**src/rtl/insn_queue_if.sv**
```systemverilog
// Fetch/decode handshake bundle for insn_queue.
// Optional predecode fields exist only with INSN_QUEUE_PREDECODE_EN defined.
interface insn_queue_if #(
  parameter int DWIDTH = 32,
  parameter int AWIDTH = 32,
  parameter int DEPTH  = 4
);
  localparam int CW = $clog2(DEPTH + 1);

  logic              flush_i;
  logic              in_valid_i;
  logic              in_ready_o;
  logic [AWIDTH-1:0] in_pc_i;
  logic [DWIDTH-1:0] in_insn_i;
  logic              out_valid_o;
  logic              out_ready_i;
  logic [AWIDTH-1:0] out_pc_o;
  logic [DWIDTH-1:0] out_insn_o;
  logic [CW-1:0]     count_o;
`ifdef INSN_QUEUE_PREDECODE_EN
  logic [6:0] out_opcode_o;
  logic [4:0] out_rd_o;
  logic [2:0] out_funct3_o;
  logic [4:0] out_rs1_o;
  logic [4:0] out_rs2_o;
  logic [6:0] out_funct7_o;

  modport slave (
    input  flush_i, in_valid_i, in_pc_i, in_insn_i, out_ready_i,
    output in_ready_o, out_valid_o, out_pc_o, out_insn_o, count_o,
    output out_opcode_o, out_rd_o, out_funct3_o, out_rs1_o, out_rs2_o, out_funct7_o
  );
  modport master (
    output flush_i, in_valid_i, in_pc_i, in_insn_i, out_ready_i,
    input  in_ready_o, out_valid_o, out_pc_o, out_insn_o, count_o,
    input  out_opcode_o, out_rd_o, out_funct3_o, out_rs1_o, out_rs2_o, out_funct7_o
  );
`else
  modport slave (
    input  flush_i, in_valid_i, in_pc_i, in_insn_i, out_ready_i,
    output in_ready_o, out_valid_o, out_pc_o, out_insn_o, count_o
  );
  modport master (
    output flush_i, in_valid_i, in_pc_i, in_insn_i, out_ready_i,
    input  in_ready_o, out_valid_o, out_pc_o, out_insn_o, count_o
  );
`endif
endinterface

```
**src/rtl/insn_queue.sv**
```systemverilog
// Fetch-to-decode instruction FIFO (DEPTH entries, count-based full/empty, flush).
// Define INSN_QUEUE_PREDECODE_EN to add RISC-V field slices of the head instruction.
module insn_queue #(
  parameter int DWIDTH = 32,
  parameter int AWIDTH = 32,
  parameter int DEPTH  = 4
) (
  input  logic         clk,
  input  logic         rst,
  insn_queue_if.slave  q
);
  localparam int PW = $clog2(DEPTH);
  localparam int CW = $clog2(DEPTH + 1);
  localparam logic [CW-1:0] FULL = CW'(DEPTH);

  typedef struct packed {
    logic [AWIDTH-1:0] pc;
    logic [DWIDTH-1:0] insn;
  } entry_t;

  entry_t        r_mem [DEPTH];
  logic [PW-1:0] r_wr_ptr, r_rd_ptr;
  logic [CW-1:0] r_count;
  logic          w_push, w_pop;
  entry_t        w_head;

  // Ready/valid come only from registered count, so no comb path in->out.
  assign q.in_ready_o  = (r_count != FULL);
  assign q.out_valid_o = (r_count != '0);
  assign q.count_o     = r_count;

  assign w_push = q.in_valid_i  && q.in_ready_o  && !q.flush_i;
  assign w_pop  = q.out_valid_o && q.out_ready_i && !q.flush_i;

  assign w_head       = q.out_valid_o ? r_mem[r_rd_ptr] : '0;
  assign q.out_pc_o   = w_head.pc;
  assign q.out_insn_o = w_head.insn;

`ifdef INSN_QUEUE_PREDECODE_EN
  assign q.out_opcode_o = w_head.insn[6:0];
  assign q.out_rd_o     = w_head.insn[11:7];
  assign q.out_funct3_o = w_head.insn[14:12];
  assign q.out_rs1_o    = w_head.insn[19:15];
  assign q.out_rs2_o    = w_head.insn[24:20];
  assign q.out_funct7_o = w_head.insn[31:25];
`endif

  always_ff @(posedge clk) begin
    if (w_push) r_mem[r_wr_ptr] <= '{pc: q.in_pc_i, insn: q.in_insn_i};
  end

  always_ff @(posedge clk or negedge rst) begin
    if (!rst) begin
      r_wr_ptr <= '0;
      r_rd_ptr <= '0;
      r_count  <= '0;
    end else if (q.flush_i) begin
      r_count  <= '0;
      r_rd_ptr <= r_wr_ptr;
    end else begin
      if (w_push) r_wr_ptr <= r_wr_ptr + 1'b1;
      if (w_pop)  r_rd_ptr <= r_rd_ptr + 1'b1;
      case ({w_push, w_pop})
        2'b10:   r_count <= r_count + 1'b1;
        2'b01:   r_count <= r_count - 1'b1;
        default: r_count <= r_count;
      endcase
    end
  end
endmodule

```
**src/flat_wrapper.sv**
```systemverilog
// flat-port wrapper written by rule: the top's interface ports become plain ports
module insn_queue_flat 
#(
  parameter int DWIDTH = 32,
  parameter int AWIDTH = 32,
  parameter int DEPTH  = 4
)
  (clk, rst, q_flush_i, q_in_valid_i, q_in_pc_i, q_in_insn_i, q_out_ready_i, q_in_ready_o, q_out_valid_o, q_out_pc_o, q_out_insn_o, q_count_o);
  insn_queue_if #(.DWIDTH(DWIDTH), .AWIDTH(AWIDTH), .DEPTH(DEPTH)) q_i ();
  input  logic clk;
  input  logic rst;
  input wire logic [$bits(q_i.flush_i)-1:0] q_flush_i;
  input wire logic [$bits(q_i.in_valid_i)-1:0] q_in_valid_i;
  input wire logic [$bits(q_i.in_pc_i)-1:0] q_in_pc_i;
  input wire logic [$bits(q_i.in_insn_i)-1:0] q_in_insn_i;
  input wire logic [$bits(q_i.out_ready_i)-1:0] q_out_ready_i;
  output wire logic [$bits(q_i.in_ready_o)-1:0] q_in_ready_o;
  output wire logic [$bits(q_i.out_valid_o)-1:0] q_out_valid_o;
  output wire logic [$bits(q_i.out_pc_o)-1:0] q_out_pc_o;
  output wire logic [$bits(q_i.out_insn_o)-1:0] q_out_insn_o;
  output wire logic [$bits(q_i.count_o)-1:0] q_count_o;
  assign q_i.flush_i = q_flush_i;
  assign q_i.in_valid_i = q_in_valid_i;
  assign q_i.in_pc_i = q_in_pc_i;
  assign q_i.in_insn_i = q_in_insn_i;
  assign q_i.out_ready_i = q_out_ready_i;
  assign q_in_ready_o = q_i.in_ready_o;
  assign q_out_valid_o = q_i.out_valid_o;
  assign q_out_pc_o = q_i.out_pc_o;
  assign q_out_insn_o = q_i.out_insn_o;
  assign q_count_o = q_i.count_o;
  insn_queue #(.DWIDTH(DWIDTH), .AWIDTH(AWIDTH), .DEPTH(DEPTH)) u_core (.clk(clk), .rst(rst), .q(q_i));
endmodule
```
**config.mk**
```make
export PLATFORM = sky130hd
export DESIGN_NAME = insn_queue_flat
export DESIGN_NICKNAME = d
export VERILOG_FILES = /design/src/rtl/insn_queue_if.sv /design/src/rtl/insn_queue.sv /design/src/flat_wrapper.sv
export SDC_FILE = /design/constraint.sdc
export NUM_CORES = 1
export LEC_CHECK = 0
export ABC_AREA = 1
export BUFFER_PORTS_ARGS = -buffer_cell sky130_fd_sc_hd__buf_4
export CAP_MARGIN = 20
export CELL_PAD_IN_SITES_DETAIL_PLACEMENT = 1
export CELL_PAD_IN_SITES_GLOBAL_PLACEMENT = 2
export CORE_MARGIN = 1
export CORE_UTILIZATION = 44
export CTS_BUF_LIST = sky130_fd_sc_hd__clkbuf_8
export CTS_CLUSTER_SIZE = 24
export DETAILED_ROUTE_END_ITERATION = 6
export PLACE_DENSITY_LB_ADDON = 0.1
export SYNTH_ARGS = -nofsm -noshare
export SYNTH_HDL_FRONTEND = slang
export SYNTH_SLANG_ARGS = --single-unit
```
**constraint.sdc**
```tcl
create_clock -name clk -period 10.7 [get_ports clk]
set_input_delay 1.605 -clock clk [delete_from_list [all_inputs] [get_ports clk]]
set_output_delay 1.605 -clock clk [all_outputs]
set_load 0.01 [all_outputs]
```
## After elaboration in Yosys (flattened, before gate mapping)

Memory sizes are Yosys's and may differ from the RTL's.
Cells that the tools add are included.

- Flip-flop bits (word level): 7
- Memory bits (writable): 256
- Input port bits: 69
- Output and inout bits: 69
- Logic and storage cells: 28
- Memories: 1

- Add/sub/neg operators: 4
- Eq/ne operators: 3
- Mux-type cells: 7
- Bitwise gates (word level): 1
- Reductions and logical operators: 9

Memory list:

| name | words | width | read ports | clocked after Yosys merged registers in | write ports | RTL line | text |
|---|---|---|---|---|---|---|---|
| u_core.r_mem | 4 | 64 | 1 | 0 | 1 | insn_queue.sv:21 | `entry_t r_mem [DEPTH];` |

Operators with widths:

| kind | count |
|---|---|
| $mux W64 | 1 |
| $pmux W3 S2 | 1 |
| $reduce_bool A3 Y1 | 2 |
| $add A2 B1 Y2 const B | 2 |
| $logic_and A1 B1 Y1 | 4 |
| $mux W2 | 2 |
| $add A3 B1 Y3 const B | 1 |
| $mux W3 | 1 |
| $ne A3 B3 Y1 const B | 1 |
| $sub A3 B1 Y3 const B | 1 |
| $eq A2 B1 Y1 const B | 1 |
| $eq A2 B2 Y1 const B | 1 |
| $mux W1 | 2 |
| $reduce_and A2 Y1 | 1 |
| $reduce_bool A2 Y1 | 1 |
| $logic_not A1 Y1 | 1 |
| $not A1 Y1 | 1 |

## Logic depth before layout (Yosys ltp)

- Depth in word-level cells: 6
- Mapped depth: 12
- Mapped depth without buffers: 12

## Worst setup path before layout

OpenSTA, ideal clock, no wires.

- Path type: in2reg
- From: in q_flush_i
- To: mem u_core.r_mem[0][0] (netlist bit) (enable)
- Library setup time: 0.487 ns
- Arrival time: 4.647 ns
- Required time: 10.213 ns
- Slack: 5.567 ns
- Cell stages on the path: 3
- Path buffers: 0
- Cells stage by stage: inv_1 -> nand3_1 -> nor2_1

- Word-level cells in the longest chain between the ends: 4

Ends and longest elaborated chain:

| item | RTL line | text |
|---|---|---|
| from (decl) | flat_wrapper.sv:12 | `input wire logic [$bits(q_i.flush_i)-1:0] q_flush_i;` |
| $logic_not A1 Y1 | insn_queue.sv:32 | `assign w_push = q.in_valid_i && q.in_ready_o && !q.flush_i;` |
| $logic_and A1 B1 Y1 | insn_queue.sv:32 |  |
| $mux W1 | insn_queue.sv:49 | `if (w_push) r_mem[r_wr_ptr] <= '{pc: q.in_pc_i, insn: q.in_insn_i};` |
| $mux W1 (implied by the code) | insn_queue.sv:49 |  |
| to (decl) | insn_queue.sv:21 |  |

Every way passes these cells.

## Final worst setup path

- From: reg u_core.r_rd_ptr[0]
- To: out q_out_pc_o[14]

- Word-level cells in the longest chain between the ends: 2

Ends and longest elaborated chain:

| item | RTL line | text |
|---|---|---|
| from (decl) | insn_queue.sv:22 | `logic [PW-1:0] r_wr_ptr, r_rd_ptr;` |
| from (signal assigned) | insn_queue.sv:59 | `r_rd_ptr <= r_wr_ptr;` |
| from (signal assigned) | insn_queue.sv:62 | `if (w_pop) r_rd_ptr <= r_rd_ptr + 1'b1;` |
| $mem_v2 Z4 W64 | -- |  |
| $mux W64 | insn_queue.sv:35 | `assign w_head = q.out_valid_o ? r_mem[r_rd_ptr] : '0;` |
| to (decl) | flat_wrapper.sv:19 | `output wire logic [$bits(q_i.out_pc_o)-1:0] q_out_pc_o;` |

Every way passes these cells.

==> summary.md <==
| Metric | Value |
|---|---|
| Crit. End Element | output pin |
| Worst vdd ir | 0.1650 mV |
| Fin crit period | 5.017 ns |
| Clock-pin slew on the worst setup and hold paths | 0.05 ns |
| IO buf count | 137 |
| Final non-filler cell total | 1308 |
| Drt pass-1 iters | 4 |
| Sequential Area | 7868 sq um |
| Hold-fix buffers, CTS | 0 |
| Most common cell after layout, fill and taps aside | nor2_1 |
| Avg WL per Cell | 19.03 microns |
| CTS tree | built |
| Post-CTS Setup Inserts | 0 |
| Full die area | 24320 sq um |
| Initial Util | 45.50% |
| Clock sinks | 263 |
| RSZ-0062 raised after global routing | no |
| Largest net degree at the start of global routing | 83 |
| Final wirelength | 24900 microns |
| Most frequent cells in the layout | nor2_1, edfxtp_1, buf_4, o21ai_1, a21oi_1 |
| Placed insts | 1228 |
| Ys Warns | 0 |
| Final instance area | 12440 sq um |
| Average size of a mapped cell | 12.76 sq um |
| Kind of critical path | reg -> out |
| Status | complete, no violations |
| Syn nets | 891 |
| Fin. max-slew vios | 0 |
| Die Wd | 155.9 microns |
| Hpwl dp | 14320 microns |
| Clk Latency, worst-skew pair | 0.54 ns |
| Sequential-to-total area share from yosys stat | 75.41% |
| Vias per cell | 5.109 |
| Pwr Density | 263.5 nW/um^2 |
| Hold Vio Cnt, Final | 0 |
| Pleak | 4.489 nW |
| Fmax achieved | 199.3 MHz |
| Fill cells | 2396 |
| CP arrival | 3.41 ns |
| Final net count | 1037 |
| Post-synth cell types | 24 |
| Transition time of the tightest slew-check pin | 0.9940 ns |
| FF+latch count, synth | 263 |
| Number of top-level pins | 138 |
| Sum Neg Setup Slack | 0 ns |
| Clock Tree Root | clkbuf_8 |
| Hold/Removal Path Class | reg -> reg |
| Grt ovf | 0 |
| # resized after CTS | 0 |
| Core area | 22920 sq um |
| Setup-failing EPs final | 0 |
| Layout cell share with drive strength beyond 1 | 21.63% |
| Max-Cap Viols | 0 |
| Drt initial violations | 346 |
| Synthesized area | 10430 sq um |
| CTS Buffer Depth | 3 |
| Crit Path Max Fanout | 82 |
| Total GRT Usage | 21.01% |
| DR vias | 6682 |
| Worst hold slack | 0.5890 ns |
| Synth Instances | 817 |
| CP Launch Type | flip-flop |
| Die Ht | 155.9 microns |
| Antenna Nets Post-Route | 0 |
| Rows | 55 |
| Multi-input gate area in the final layout | 2232 sq um |
| First-pass GRT wire length | 38510 microns |
| Post-Route Skew | 0.009912 ns |
| Drc violations | 0 |
| Period utilization | 46.89% |
| Initial antenna violation count | 0 |
| Num CTS Buffers | 45 |
| DP Area | 11660 sq um |
| Worst slew margin | 33.58% |
| Final Wtd Congestion | 0.7409 |
| Htree depth | 2 |
| CP Data Required Time | 9.10 ns |
| Syn-to-layout area delta | 19.31% |
| Number of global-route vias before repair | 7150 |
-- where the power goes --
part | internal (W) | switching (W)
registers | 0.00125 | 0.0000828
logic | 0.000439 | 0.000729
clock network | 0.000389 | 0.000385
-- registers in the layout (all words and copies together) (netlist names) --
signal,flops
u_core.r_mem,256
u_core.r_wr_ptr,2
u_core.r_rd_ptr,2
u_core.q.count_o,3
-- Yosys cell counts --
cell	instances	share of area (%)
nand3b_1	1	0.072
xor2_1	2	0.17
dfrtp_1	7	1.7
ha_1	4	0.48
edfxtp_1	256	74
clkbuf_1	5	0.18
o21ai_1	83	4.0
buf_6	11	1.2
o211ai_1	3	0.22
inv_1	9	0.32
nor2_2	2	0.12
nand2_2	4	0.24
nor2_4	1	0.11
nand2_1	13	0.47
o21ai_0	47	2.3
buf_4	2	0.14
nor2_1	261	9.4
a21oi_1	64	3.1
buf_2	26	1.2
fa_1	1	0.19
clkbuf_2	5	0.24
inv_2	4	0.14
nand2_4	1	0.11
nand3_1	5	0.24
-- per-layer routing --
| metal | global-route usage (%) | part of all wire [%] |
|---|---|---|
| met1 | 26.07 | 43 |
| met2 | 36.63 | 49 |
| met3 | 4.722 | 5.4 |
| met4 | 6.303 | 1.9 |
| met5 | 0 | 0 |
-- kinds of logic after synthesis --
logic type	count (synthesis)	share of synthesized area, %
buffers and inverters	62	3.468
XOR/XNOR	2	0.1680
flip-flops	263	75.41
adder cells (fa/ha/maj)	5	0.6721
AND/OR/NAND/NOR	288	10.75
AO/OA/AOI/OAI	197	9.528
-- through the flow --
| stage | setup WS (ns) | utilization [%] | power [W] |
|---|---|---|---|
| floorplan | 5.567 | - | 0.002070 |
| global placement | 6.300 | 50.79 | 0.002506 |
| detailed placement | 6.248 | 50.88 | 0.002544 |
| CTS | 5.664 | 54.15 | 0.003325 |
| global route | 5.445 | 54.27 | 0.003486 |
| finish | 5.683 | 54.28 | 0.003278 |
-- critical path, cell delays in order, from the launching register on --
cell and delay, ns:
dfrtp_4 0.81, inv_4 0.53, buf_4 0.76, o21ai_0 0.22
a21oi_1 0.27, buf_4 0.17
-- path summary, 6_finish.rpt --
check	from	cells past startpoint	slack [ns]	end
setup / recovery	u_core.r_rd_ptr[0]	5	5.68	q_out_pc_o[14]
hold / removal	u_core.q.count_o[1]	2	0.59	u_core.q.count_o[1]
setup reg to reg	u_core.q.count_o[0]	5	7.83	u_core.r_mem[0][62]
hold reg to reg	u_core.q.count_o[1]	2	0.59	u_core.q.count_o[1]
max in group asynchronous	rst	1	9.68	u_core.r_rd_ptr[0]
min in group asynchronous	rst	1	0.88	u_core.r_rd_ptr[0]
-- area by class of cell --
type | count | area share (%)
Antenna cell | 1 | 0.02012
Clock buffer | 45 | 4.979
Clock inverter | 33 | 1.056
Inverter | 13 | 0.4124
Multi-Input combinational cell | 492 | 17.94
Sequential cell | 263 | 63.25
Tap cell | 313 | 3.148
Timing Repair Buffer | 148 | 9.193
Power figures use the tool's default switching activity.
